$ cat src/rtl/adder_pkg.sv
// Shared types and sizing helpers for the multi-cycle chunked adder.
package adder_pkg;

  typedef enum logic [1:0] {
    S_IDLE = 2'd0,
    S_RUN  = 2'd1,
    S_DONE = 2'd2
  } adder_state_t;

  // Number of CHUNK-wide slices in a WIDTH-bit operand.
  function automatic int unsigned nchunk(input int unsigned width, input int unsigned chunk);
    return width / chunk;
  endfunction

  // Width of the chunk index counter; never narrower than one bit.
  function automatic int unsigned idx_width(input int unsigned n);
    return (n <= 1) ? 1 : $clog2(n);
  endfunction

endpackage

$ cat src/rtl/chunk_adder.sv
// Combinational CHUNK-bit ripple adder built from full-adder cells.
// Also exposes the carry into the MSB so the caller can derive signed overflow.
module chunk_adder #(
  parameter int unsigned CHUNK = 4
) (
  input  logic [CHUNK-1:0] i_a,
  input  logic [CHUNK-1:0] i_b,
  input  logic             i_cin,
  output logic [CHUNK-1:0] o_sum,
  output logic             o_cout,
  output logic             o_cmsb
);

  logic [CHUNK:0] w_c;

  assign w_c[0] = i_cin;

  // One full-adder cell per bit, carry rippling upward.
  for (genvar i = 0; i < CHUNK; i++) begin : g_fa
    assign o_sum[i]   = i_a[i] ^ i_b[i] ^ w_c[i];
    assign w_c[i+1]   = (i_a[i] & i_b[i]) | (w_c[i] & (i_a[i] ^ i_b[i]));
  end

  assign o_cout = w_c[CHUNK];
  assign o_cmsb = w_c[CHUNK-1];

endmodule

$ cat src/rtl/multicycle_chunk_adder.sv
// Multi-cycle ripple-carry adder: adds CHUNK bits per clock with a registered
// inter-chunk carry, behind valid/ready handshakes on input and output.
// Optional feature macro: ADDER_SUB_EN (adds in_sub port, a - b as a + ~b + 1).
module multicycle_chunk_adder
  import adder_pkg::*;
#(
  parameter int unsigned WIDTH = 16,
  parameter int unsigned CHUNK = 4
) (
  input  logic             clk,
  input  logic             rst,
  input  logic             in_valid,
  output logic             in_ready,
  input  logic [WIDTH-1:0] in_a,
  input  logic [WIDTH-1:0] in_b,
  input  logic             in_cin,
`ifdef ADDER_SUB_EN
  input  logic             in_sub,
`endif
  output logic             out_valid,
  input  logic             out_ready,
  output logic [WIDTH-1:0] out_sum,
  output logic             out_cout,
  output logic             out_ovf
);

  localparam int unsigned NCHUNK = nchunk(WIDTH, CHUNK);
  localparam int unsigned IDXW   = idx_width(NCHUNK);

  // Operand width must split evenly into chunks.
  if ((WIDTH % CHUNK) != 0) begin : g_bad_chunk
    $error("multicycle_chunk_adder: WIDTH must be a multiple of CHUNK");
  end

  adder_state_t     r_state;
  logic [WIDTH-1:0] r_a;
  logic [WIDTH-1:0] r_b;
  logic [IDXW-1:0]  r_idx;
  logic             r_carry;
  logic             r_in_ready;
  logic             r_out_valid;
  logic [WIDTH-1:0] r_sum;
  logic             r_cout;
  logic             r_ovf;

  logic [CHUNK-1:0] w_a_chunk;
  logic [CHUNK-1:0] w_b_chunk;
  logic [CHUNK-1:0] w_sum_chunk;
  logic             w_cout;
  logic             w_cmsb;
  logic [WIDTH-1:0] w_b_in;
  logic             w_carry_in;

  // Select the operand slice addressed by the chunk index.
  always_comb begin
    w_a_chunk = '0;
    w_b_chunk = '0;
    for (int k = 0; k < NCHUNK; k++) begin
      if (r_idx == IDXW'(k)) begin
        w_a_chunk = r_a[k*CHUNK +: CHUNK];
        w_b_chunk = r_b[k*CHUNK +: CHUNK];
      end
    end
  end

  // Operand B and carry seed as latched on accept (inverted/seeded for subtract).
`ifdef ADDER_SUB_EN
  assign w_b_in     = in_sub ? ~in_b : in_b;
  assign w_carry_in = in_sub ? 1'b1 : in_cin;
`else
  assign w_b_in     = in_b;
  assign w_carry_in = in_cin;
`endif

  chunk_adder #(.CHUNK(CHUNK)) u_chunk_adder (
    .i_a    (w_a_chunk),
    .i_b    (w_b_chunk),
    .i_cin  (r_carry),
    .o_sum  (w_sum_chunk),
    .o_cout (w_cout),
    .o_cmsb (w_cmsb)
  );

  // Control FSM, operand/carry/index state and registered result.
  always_ff @(posedge clk) begin
    if (rst) begin
      r_state     <= S_IDLE;
      r_a         <= '0;
      r_b         <= '0;
      r_idx       <= '0;
      r_carry     <= 1'b0;
      r_in_ready  <= 1'b1;
      r_out_valid <= 1'b0;
      r_sum       <= '0;
      r_cout      <= 1'b0;
      r_ovf       <= 1'b0;
    end else begin
      case (r_state)
        S_IDLE: begin
          if (in_valid) begin
            r_a        <= in_a;
            r_b        <= w_b_in;
            r_carry    <= w_carry_in;
            r_idx      <= '0;
            r_in_ready <= 1'b0;
            r_state    <= S_RUN;
          end
        end
        S_RUN: begin
          for (int k = 0; k < NCHUNK; k++) begin
            if (r_idx == IDXW'(k)) begin
              r_sum[k*CHUNK +: CHUNK] <= w_sum_chunk;
            end
          end
          r_carry <= w_cout;
          if (r_idx == IDXW'(NCHUNK - 1)) begin
            r_cout      <= w_cout;
            r_ovf       <= w_cout ^ w_cmsb;
            r_idx       <= '0;
            r_out_valid <= 1'b1;
            r_state     <= S_DONE;
          end else begin
            r_idx <= r_idx + IDXW'(1);
          end
        end
        S_DONE: begin
          if (out_ready) begin
            r_out_valid <= 1'b0;
            r_in_ready  <= 1'b1;
            r_state     <= S_IDLE;
          end
        end
        default: begin
          r_state     <= S_IDLE;
          r_in_ready  <= 1'b1;
          r_out_valid <= 1'b0;
        end
      endcase
    end
  end

  assign in_ready  = r_in_ready;
  assign out_valid = r_out_valid;
  assign out_sum   = r_sum;
  assign out_cout  = r_cout;
  assign out_ovf   = r_ovf;

endmodule
$ cat config.mk
export PLATFORM = sky130hd
export DESIGN_NAME = multicycle_chunk_adder
export DESIGN_NICKNAME = d
export VERILOG_FILES = /design/src/rtl/adder_pkg.sv /design/src/rtl/chunk_adder.sv /design/src/rtl/multicycle_chunk_adder.sv
export SDC_FILE = /design/constraint.sdc
export NUM_CORES = 1
export LEC_CHECK = 0
export CAP_MARGIN = 20
export CORE_MARGIN = 2
export CORE_UTILIZATION = 25
export DETAILED_ROUTE_END_ITERATION = 16
export REMOVE_ABC_BUFFERS = 1
export SLEW_MARGIN = 20
export SYNTH_ARGS = -nofsm -noshare
export SYNTH_HDL_FRONTEND = slang
export SYNTH_SLANG_ARGS = --single-unit
$ cat constraint.sdc
create_clock -name clk -period 4.4 [get_ports clk]
set_input_delay 0.88 -clock clk [delete_from_list [all_inputs] [get_ports clk]]
set_output_delay 0.88 -clock clk [all_outputs]
set_load 0.03 [all_outputs]
## Word-level counts from Yosys, hierarchy flattened

Cells that the tools add are included.
W data, S select, Z words.

| word-level totals | value |
|---|---|
| output and inout bits | 20 |
| logic and storage cells | 80 |
| input port bits | 37 |
| register bits after elaboration | 57 |

| cells by class | value |
|---|---|
| equal/unequal tests | 8 |
| mux-type cells | 23 |
| bitwise logic cells | 23 |
| add/subtract/negate cells | 1 |
| reduce and logical (&&, ||, !) cells | 12 |

Operators by type and width:

| kind | number |
|---|---|
| $mux W4 | 8 |
| $reduce_and A2 Y1 | 6 |
| $mux W2 | 5 |
| $reduce_and A3 Y1 | 3 |
| $xor A1 B1 Y1 | 9 |
| $and A1 B1 Y1 | 8 |
| $eq A2 B2 Y1 const B | 3 |
| $ne A2 B2 Y1 const B | 3 |
| $pmux W1 S3 | 2 |
| $pmux W2 S3 | 1 |
| $mux W1 | 5 |
| $eq A2 B1 Y1 const B | 2 |
| $logic_not A2 Y1 | 2 |
| $or A1 B1 Y1 | 4 |
| $pmux W2 S2 | 1 |
| $add A2 B1 Y2 const B | 1 |
| $not A1 Y1 | 2 |
| $pmux W1 S2 | 1 |
| $reduce_bool A2 Y1 | 1 |

## Logic depth before layout (Yosys ltp)

Gate-level depths: netlist of run 1.

| depth | value |
|---|---|
| depth after elaboration | 15 |
| mapped depth | 13 |
| gate-level depth less buffers | 12 |

## By module

Synthesis of run 1 repeated with hierarchy kept, for this count alone.

| unflattened totals | value |
|---|---|
| cell total of the unflattened synthesis | 312 |
| area total of the unflattened synthesis | 2,601.2 um^2 |

Modules (own cells, without submodules):

| module | cells each | area an instance (um^2) | instances | sequential area each (um^2) |
|---|---|---|---|---|
| multicycle_chunk_adder | 300 | 2,491.1 | 1 | 1,141.1 |
| chunk_adder | 12 | 110.1 | 1 | 0.0 |

## Worst setup path after synthesis of run 1

OpenSTA, ideal clock, no wires.

| path | value |
|---|---|
| kind | reg2reg |
| start point | register r_idx[0] |
| end point | register r_ovf (netlist: out_ovf) |
| library setup time | 0.086 ns |
| slack | 1.096 ns |
| clock period less this slack | 3.304 ns |
| cell stages (with the launch flop) | 14 |
| data arrival time | 3.219 ns |
| required time | 4.314 ns |
| path buffers | 1 |
| path through | dfxtp_1 > inv_1 > ha_1 > nor2b_1 > buf_2 > a221o_1 > a22oi_1 > fa_1 > inv_1 > fa_1 > fa_1 > fa_1 > xnor2_1 > a211oi_1 |

| on the way | value |
|---|---|
| word-level cells in the longest chain between the ends | 15 |
| elaborated cells on any way between the ends | 30 |
| those cells by class | eq/ne: 3; mux: 8; bitwise: 17; reduce/logical: 2 |

RTL lines:

| item | RTL line | RTL |
|---|---|---|
| start: declaration | multicycle_chunk_adder.sv:38 | `logic [IDXW-1:0] r_idx;` |
| start signal: assignment | multicycle_chunk_adder.sv:123 | `r_idx <= r_idx + IDXW'(1);` |
| $logic_not A2 Y1 | multicycle_chunk_adder.sv:59 | `if (r_idx == IDXW'(k)) begin` |
| $mux W4 (4 in series) | multicycle_chunk_adder.sv:59 |  |
| $xor A1 B1 Y1 | chunk_adder.sv:21 | `assign w_c[i+1] = (i_a[i] & i_b[i]) \| (w_c[i] & (i_a[i] ^ i_b[i]));` |
| $and A1 B1 Y1 | chunk_adder.sv:21 |  |
| $or A1 B1 Y1 | chunk_adder.sv:21 |  |
| $and A1 B1 Y1 | chunk_adder.sv:21 |  |
| $or A1 B1 Y1 | chunk_adder.sv:21 |  |
| $and A1 B1 Y1 | chunk_adder.sv:21 |  |
| $or A1 B1 Y1 | chunk_adder.sv:21 |  |
| $and A1 B1 Y1 | chunk_adder.sv:21 |  |
| $or A1 B1 Y1 * | chunk_adder.sv:21 |  |
| named net u_chunk_adder.o_cout | chunk_adder.sv:10 | `output logic o_cout,` |
| $xor A1 B1 Y1 * | multicycle_chunk_adder.sv:118 | `r_ovf <= w_cout ^ w_cmsb;` |
| end signal: assignment | multicycle_chunk_adder.sv:118 |  |
| end: declaration | multicycle_chunk_adder.sv:44 | `logic r_ovf;` |

Mark *: on every way through the listed nets, which the timed path passes. The rest lies on a longest branch.
A chain may end at the register's enable or synchronous reset.

## Worst setup path in the final report of run 1

| path | value |
|---|---|
| start point | register r_idx[0] |
| end point | register r_sum[3] (netlist: out_sum[3]) |

| on the way | value |
|---|---|
| word-level cells in the longest chain between the ends | 13 |
| elaborated cells on any way between the ends | 27 |
| those cells by class | eq/ne: 3; mux: 8; bitwise: 14; reduce/logical: 2 |

RTL lines:

| item | RTL line | RTL |
|---|---|---|
| $logic_not A2 Y1 | multicycle_chunk_adder.sv:59 |  |
| $mux W4 (4 in series) | multicycle_chunk_adder.sv:59 |  |
| $xor A1 B1 Y1 | chunk_adder.sv:21 |  |
| $and A1 B1 Y1 | chunk_adder.sv:21 |  |
| $or A1 B1 Y1 | chunk_adder.sv:21 |  |
| $and A1 B1 Y1 | chunk_adder.sv:21 |  |
| $or A1 B1 Y1 | chunk_adder.sv:21 |  |
| $and A1 B1 Y1 | chunk_adder.sv:21 |  |
| $or A1 B1 Y1 | chunk_adder.sv:21 |  |
| $xor A1 B1 Y1 * | chunk_adder.sv:20 | `assign o_sum[i] = i_a[i] ^ i_b[i] ^ w_c[i];` |
| named net u_chunk_adder.o_sum[3] | chunk_adder.sv:9 | `output logic [CHUNK-1:0] o_sum,` |
| end signal: indexed assignment | multicycle_chunk_adder.sv:112 | `r_sum[k*CHUNK +: CHUNK] <= w_sum_chunk;` |
| end: declaration | multicycle_chunk_adder.sv:42 | `logic [WIDTH-1:0] r_sum;` |

Marks and branches as above.

==> results.json, run 1 <==
{
  "status": "complete, no violations",
  "path_clk_slew_ns": 0.06,
  "placed_cell_area_um2": 3130,
  "synth_ff_type": "dfxtp_1",
  "avgRoutedWirePerCell_um": 12.8,
  "final_design_area_no_fill_um2": 3330,
  "post_cts_buffers": 0,
  "htree_levels": 3,
  "cts_tree": "yes",
  "worst_pin_slew_ns": 0.711,
  "port_buffers": 56,
  "async_flop_share_pct": 0,
  "slew_viol_final": 0,
  "antenna_cells": 0,
  "finalWorstSetupSlack_ns": 0.582,
  "critical_path.top_delay_family": "adder cells",
  "critPathBufInv": 1,
  "worstSetupEndpointType": "flip-flop",
  "reg2reg_depth": 11,
  "arrival_ns": 4.07,
  "top_level_ports": 57,
  "cp_slowest_cell": "fa_1",
  "grt_pass1_vias": 2156,
  "power_frac_seq_pct": 45.9,
  "cp.depth": 11,
  "drive_above_1_share_pct": 11.2,
  "drtPass1Iterations": 4,
  "crit_type": "flip-flop to flip-flop",
  "startpoint_type": "flip-flop",
  "cts-root-buf": "clkbuf_8",
  "p_sw_share_pct": 25.2,
  "p_clk_share_pct": 39.8,
  "finalPower_w": 0.00121,
  "antenna_found_initial": 0,
  "initial_core_util_pct": 26.0,
  "remaining_drc_errors": 0,
  "clock.fmax_mhz": 262,
  "postSynthAreaPerCell_um2": 8.53,
  "hold_path.class": "flip-flop to flip-flop",
  "multi_input_area_um2": 1230,
  "finalCriticalPeriod_ns": 3.82,
  "hold_depth": 2,
  "min-delay-start": "out_sum[14]$_SDFFE_PP0P_",
  "p_leak_nw": 1.14,
  "crit_path_frequent_cell": "fa_1",
  "reg2reg_from": "r_idx[0]$_SDFFE_PP0P_",
  "post_cts_resized": 0,
  "die_w_um": 105,
  "grt_max_degree": 58,
  "regArea_um2": 1140,
  "grt-busiest-layer": "met2",
  "post-place-ws_ns": 0.577,
  "tns_ns": 0,
  "use_met3_pct": 4.30,
  "rrSetupSlack_ns": 0.58,
  "grt_pass1_wl_um": 10400,
  "fill_cells": 1042,
  "yosysWarnings": 0,
  "yosys-top-cells-count": "nand2_1 (77), dfxtp_1 (57), a21oi_1 (42)",
  "met1_usage_pct": 14.9,
  "routed_wl_um": 6160,
  "num-nets-final": 389,
  "fp.dieArea_um2": 11100,
  "post-route-period-util_pct": 86.8,
  "slew_headroom_pct": 52.6,
  "p_int_w": 0.000907,
  "gp_congestion": 0.812,
  "dp_hpwl_um": 4390,
  "grtUsageTotal_pct": 11.7,
  "ys_ff_latch": 57,
  "utilization_pct": 33.7,
  "ys_types": 34,
  "clock-sinks": 57,
  "cp_max_fo": 15,
  "p_switching_w": 0.000306,
  "dr_total_vias": 2172,
  "synthTopCellsByArea": "dfxtp_1 (45%), nand2_1 (11%), a21oi_1 (8.2%), buf_6 (3.5%), a21oi_2 (3.4%)",
  "worst_ep_required_time_ns": 4.65,
  "fp-row-count": 36,
  "maxCapViolations": 0,
  "critPathMaxStageDelay_ns": 0.59,
  "antenna_left": 0,
  "die_h_um": 105,
  "yosysTopAreaCell": "dfxtp_1",
  "clock_skew_ns": 0.00521,
  "synth-edff-count": 0,
  "r2r-end": "out_sum[3]$_SDFFE_PP0P_",
  "met2_usage_pct": 18.4,
  "comb_power_share_pct": 14.3,
  "rsz0062_at_grt": "no",
  "setup_viol": 0,
  "yosysMostFrequentCell": "nand2_1",
  "clk_latency_ns": 0.33,
  "drt-initial-drc-count": 109,
  "crit_chain": "ha_1 -> nor2b_1 -> a221o_1 -> a22oi_1 -> fa_1 -> inv_1 -> fa_1 -> fa_1 -> fa_1 -> nand3_1 -> a21oi_1",
  "netlist_instances": 300,
  "cts_buffers": 9,
  "hold_viol": 0,
  "overflow": 0,
  "holdPathEnd": "out_sum[14]$_SDFFE_PP0P_",
  "vdd_drop_max_mv": 0.199,
  "routed_via_density": 4.52,
  "synth_top_area_share_pct": 44.6,
  "synth_area_um2": 2560,
  "area_growth_pct": 30.0,
  "core-area_um2": 9860,
  "p_per_area_nw_per_um2": 364,
  "ys_seq_area_share_pct": 44.6,
  "postCtsHoldBufs": 0,
  "cts_buffer_depth": 2
}
==> routing by layer <==
layer	up-vias	part of all wire, %	routed length (um)
met4	0	0.34	21
met5	-	0	0
li1	1099	-	-
met3	3	6.3	388
met1	1009	48	2940
met2	61	46	2820
==> tightest hold or removal path, delay by kind of cell (launching register included) <==
kind	cells	cell delay, ns
DFF	1	0.31
and+or+nand+nor	1	0.05
AOI/OAI and AO/OA	1	0.05
==> power by group through the flow <==
| stage | sequential, W | clock, W | combinational (W) |
|---|---|---|---|
| 6_report | 0.000556 | 0.000482 | 0.000174 |
| 5_1_grt | 0.000559 | 0.000516 | 0.000194 |
| 4_1_cts | 0.000556 | 0.000493 | 0.000175 |
| 3_5_place_dp | 0.000568 | 0 | 0.000175 |
| 3_3_place_gp | 0.000567 | 0 | 0.000170 |
| 2_1_floorplan | 0.000573 | 0 | 0.0000855 |
==> how the worst max path moves through the flow <==
stage,from,end,slack (ns)
after global placement,r_idx[0]$_SDFFE_PP0P_,out_sum[11]$_SDFFE_PP0P_,0.79
after CTS,r_idx[0]$_SDFFE_PP0P_,out_sum[3]$_SDFFE_PP0P_,0.55
after global routing,r_idx[1]$_SDFFE_PP0P_,out_ovf$_SDFFE_PP0P_,0.27
final,r_idx[0]$_SDFFE_PP0P_,out_sum[3]$_SDFFE_PP0P_,0.58
after detailed placement,r_idx[0]$_SDFFE_PP0P_,out_sum[3]$_SDFFE_PP0P_,0.58
after floorplan,r_idx[0]$_SDFFE_PP0P_,out_ovf$_SDFFE_PP0P_,1.11
==> metrics by stage <==
step	hold slack [ns]	std cells
floorplan	0.430	276
global placement	0.445	466
detailed placement	0.450	466
CTS	0.459	481
global route	0.474	481
finish	0.455	481
==> state kept, by name (all words and copies together) (netlist names) <==
signal     flops
r_a           16
out_cout       1
r_idx          2
r_state        2
out_ovf        1
out_valid      1
in_ready       1
out_sum       16
r_b           16
r_carry        1
==> placed cells by master (no fill, tap or decap), types with 8 or more instances in the layout <==
| master | instances |
|---|---|
| clkbuf_8 | 11 |
| nor2_1 | 9 |
| a21oi_2 | 10 |
| nor2b_1 | 8 |
| nand2_1 | 77 |
| clkdlybuf4s50_1 | 55 |
| nand3_1 | 9 |
| a21oi_1 | 42 |
| nand2_2 | 10 |
| dfxtp_1 | 57 |
==> kinds of logic (layout without fill, tap and decap cells) <==
family / Yosys count / after routing / synth area share, %
AOI/OAI and AO/OA: 79 / 79 / 20.2
xor gates and xnor gates: 1 / 1 / 0.342
adders and majority gates: 8 / 8 / 5.08
buffers and inverters: 31 / 79 / 7.38
DFF: 57 / 57 / 44.6
muxes: 1 / 1 / 0.391
and+or+nand+nor: 123 / 123 / 22.0
==> area by class of cell <==
| type | count | area share (%) |
|---|---|---|
| Sequential cell | 57 | 34.3 |
| Clock inverter | 3 | 1.20 |
| Clock buffer | 12 | 4.66 |
| Timing Repair Buffer | 57 | 17.0 |
| Tap cell | 133 | 5.00 |
| Multi-Input combinational cell | 212 | 37.0 |
| Inverter | 7 | 0.790 |
Power figures use the tool's default switching activity.
==> run 2: changes to the inputs <==
--- a/config.mk
+++ b/config.mk
@@ -9,6 +9,7 @@
 export CORE_MARGIN = 2
 export CORE_UTILIZATION = 25
 export DETAILED_ROUTE_END_ITERATION = 16
+export RECOVER_POWER = 25
 export REMOVE_ABC_BUFFERS = 1
 export SLEW_MARGIN = 20
 export SYNTH_ARGS = -nofsm -noshare
==> results.json, run 2 (same netlist as run 1, synthesis figures left out) <==
{
  "post_cts_resized": 0,
  "dr_total_vias": 2179,
  "die_h_um": 105,
  "slew_viol_final": 0,
  "post_cts_buffers": 0,
  "clk_latency_ns": 0.33,
  "num-nets-final": 389,
  "final_design_area_no_fill_um2": 3320,
  "crit_path_frequent_cell": "fa_1",
  "cts-root-buf": "clkbuf_8",
  "cts_tree": "yes",
  "grtUsageTotal_pct": 11.7,
  "slew_headroom_pct": 22.0,
  "crit_type": "flip-flop to flip-flop",
  "fp-row-count": 36,
  "clock_skew_ns": 0.00560,
  "cp_slowest_cell": "fa_1",
  "routed_via_density": 4.53,
  "remaining_drc_errors": 0,
  "clock-sinks": 57,
  "cp_max_fo": 15,
  "rrSetupSlack_ns": 0.51,
  "vdd_drop_max_mv": 0.199,
  "worst_pin_slew_ns": 1.17,
  "clock.fmax_mhz": 257,
  "critPathBufInv": 1,
  "post-route-period-util_pct": 88.3,
  "critical_path.top_delay_family": "adder cells",
  "critPathMaxStageDelay_ns": 0.59,
  "fp.dieArea_um2": 11100,
  "path_clk_slew_ns": 0.06,
  "fill_cells": 1043,
  "p_per_area_nw_per_um2": 364,
  "maxCapViolations": 0,
  "setup_viol": 0,
  "gp_congestion": 0.812,
  "cts_buffers": 9,
  "drt-initial-drc-count": 111,
  "status": "complete, no violations",
  "cts_buffer_depth": 2,
  "mostFrequentLayoutCell": "nand2_1",
  "htree_levels": 3,
  "avgRoutedWirePerCell_um": 12.9,
  "drtPass1Iterations": 4,
  "hold_path.class": "flip-flop to flip-flop",
  "grt_pass1_vias": 2156,
  "crit_chain": "ha_1 -> nor2b_1 -> a221o_1 -> a22oi_1 -> fa_1 -> inv_1 -> fa_1 -> fa_1 -> fa_1 -> nand3_1 -> a21oi_1",
  "grt_pass1_wl_um": 10400,
  "top_level_ports": 57,
  "startpoint_type": "flip-flop",
  "initial_core_util_pct": 26.0,
  "antenna_left": 0,
  "antenna_cells": 0,
  "finalCriticalPeriod_ns": 3.89,
  "dp_hpwl_um": 4390,
  "grt_max_degree": 58,
  "overflow": 0,
  "die_w_um": 105,
  "p_leak_nw": 1.18,
  "layout_common_cells": "nand2_1 (77), dfxtp_1 (57), a21oi_1 (42), clkdlybuf4s50_1 (42), dlygate4sd3_1 (13)",
  "core-area_um2": 9860,
  "postCtsHoldBufs": 0,
  "area_growth_pct": 29.9,
  "worst_ep_required_time_ns": 4.65,
  "rsz0062_at_grt": "no",
  "placed_cell_area_um2": 3130,
  "routed_wl_um": 6180,
  "antenna_found_initial": 0,
  "drive_above_1_share_pct": 10.6,
  "arrival_ns": 4.14,
  "hold_viol": 0,
  "worstSetupEndpointType": "flip-flop",
  "port_buffers": 56,
  "tns_ns": 0
}
==> run 2: changes by cell type in the layout (fill, tap and decap cells not counted) <==
cell and change:
or3b_1 +1, nor2b_1 +1, or3b_2 -1, clkdlybuf4s50_1 -13, dlygate4sd3_1 +13, nor2b_2 -1
==> run 2: worst paths after layout <==
path,from,endpoint,cells past startpoint
min reg2reg,out_sum[14]$_SDFFE_PP0P_,out_sum[14]$_SDFFE_PP0P_,2
min,out_sum[14]$_SDFFE_PP0P_,out_sum[14]$_SDFFE_PP0P_,2
max reg2reg,r_idx[0]$_SDFFE_PP0P_,out_sum[3]$_SDFFE_PP0P_,11
max,r_idx[0]$_SDFFE_PP0P_,out_sum[3]$_SDFFE_PP0P_,11
==> run 2: final cells by class <==
cell class              count  area, um^2  share of cell area, %
repair buffers             57         566                   17.0
clock inverters             3        40.0                   1.20
inverters                   7        26.3                  0.790
multi-input cells         212        1230                   37.0
well taps                 133         166                   5.01
flip-flops and latches     57        1140                   34.3
clock buffers              12         155                   4.67
==> run 2: tightest hold or removal path, delay by kind of cell, from the launching register on <==
kind	cells	cell delay, ns
AOI/OAI and AO/OA	1	0.05
and+or+nand+nor	1	0.05
DFF	1	0.31
==> run 2: routing by layer <==
layer / global-route usage, % / wire length, um / vias up
met5: 0 / 0 / -
met4: 3.43 / 21 / 0
met3: 4.30 / 368 / 3
met2: 18.4 / 2840 / 62
met1: 14.9 / 2960 / 1015
li1: - / - / 1099
==> run 2: through the flow <==
stage	total power [W]	std cells	hold WS, ns	worst slack, ns	utilization (%)
floorplan	0.000659	276	0.430	1.11	-
global placement	0.000738	466	0.445	0.790	31.7
detailed placement	0.000743	466	0.450	0.577	31.7
CTS	0.00122	481	0.459	0.554	33.7
global route	0.00127	481	0.474	0.268	33.7
finish	0.00121	481	0.452	0.515	33.7
==> run 2: power by group <==
part           total [W]  internal [W]  switching (W)
Combinational   0.000172     0.0000766      0.0000958
Clock           0.000481      0.000287       0.000194
Sequential      0.000556      0.000541      0.0000157
Total            0.00121      0.000905       0.000306
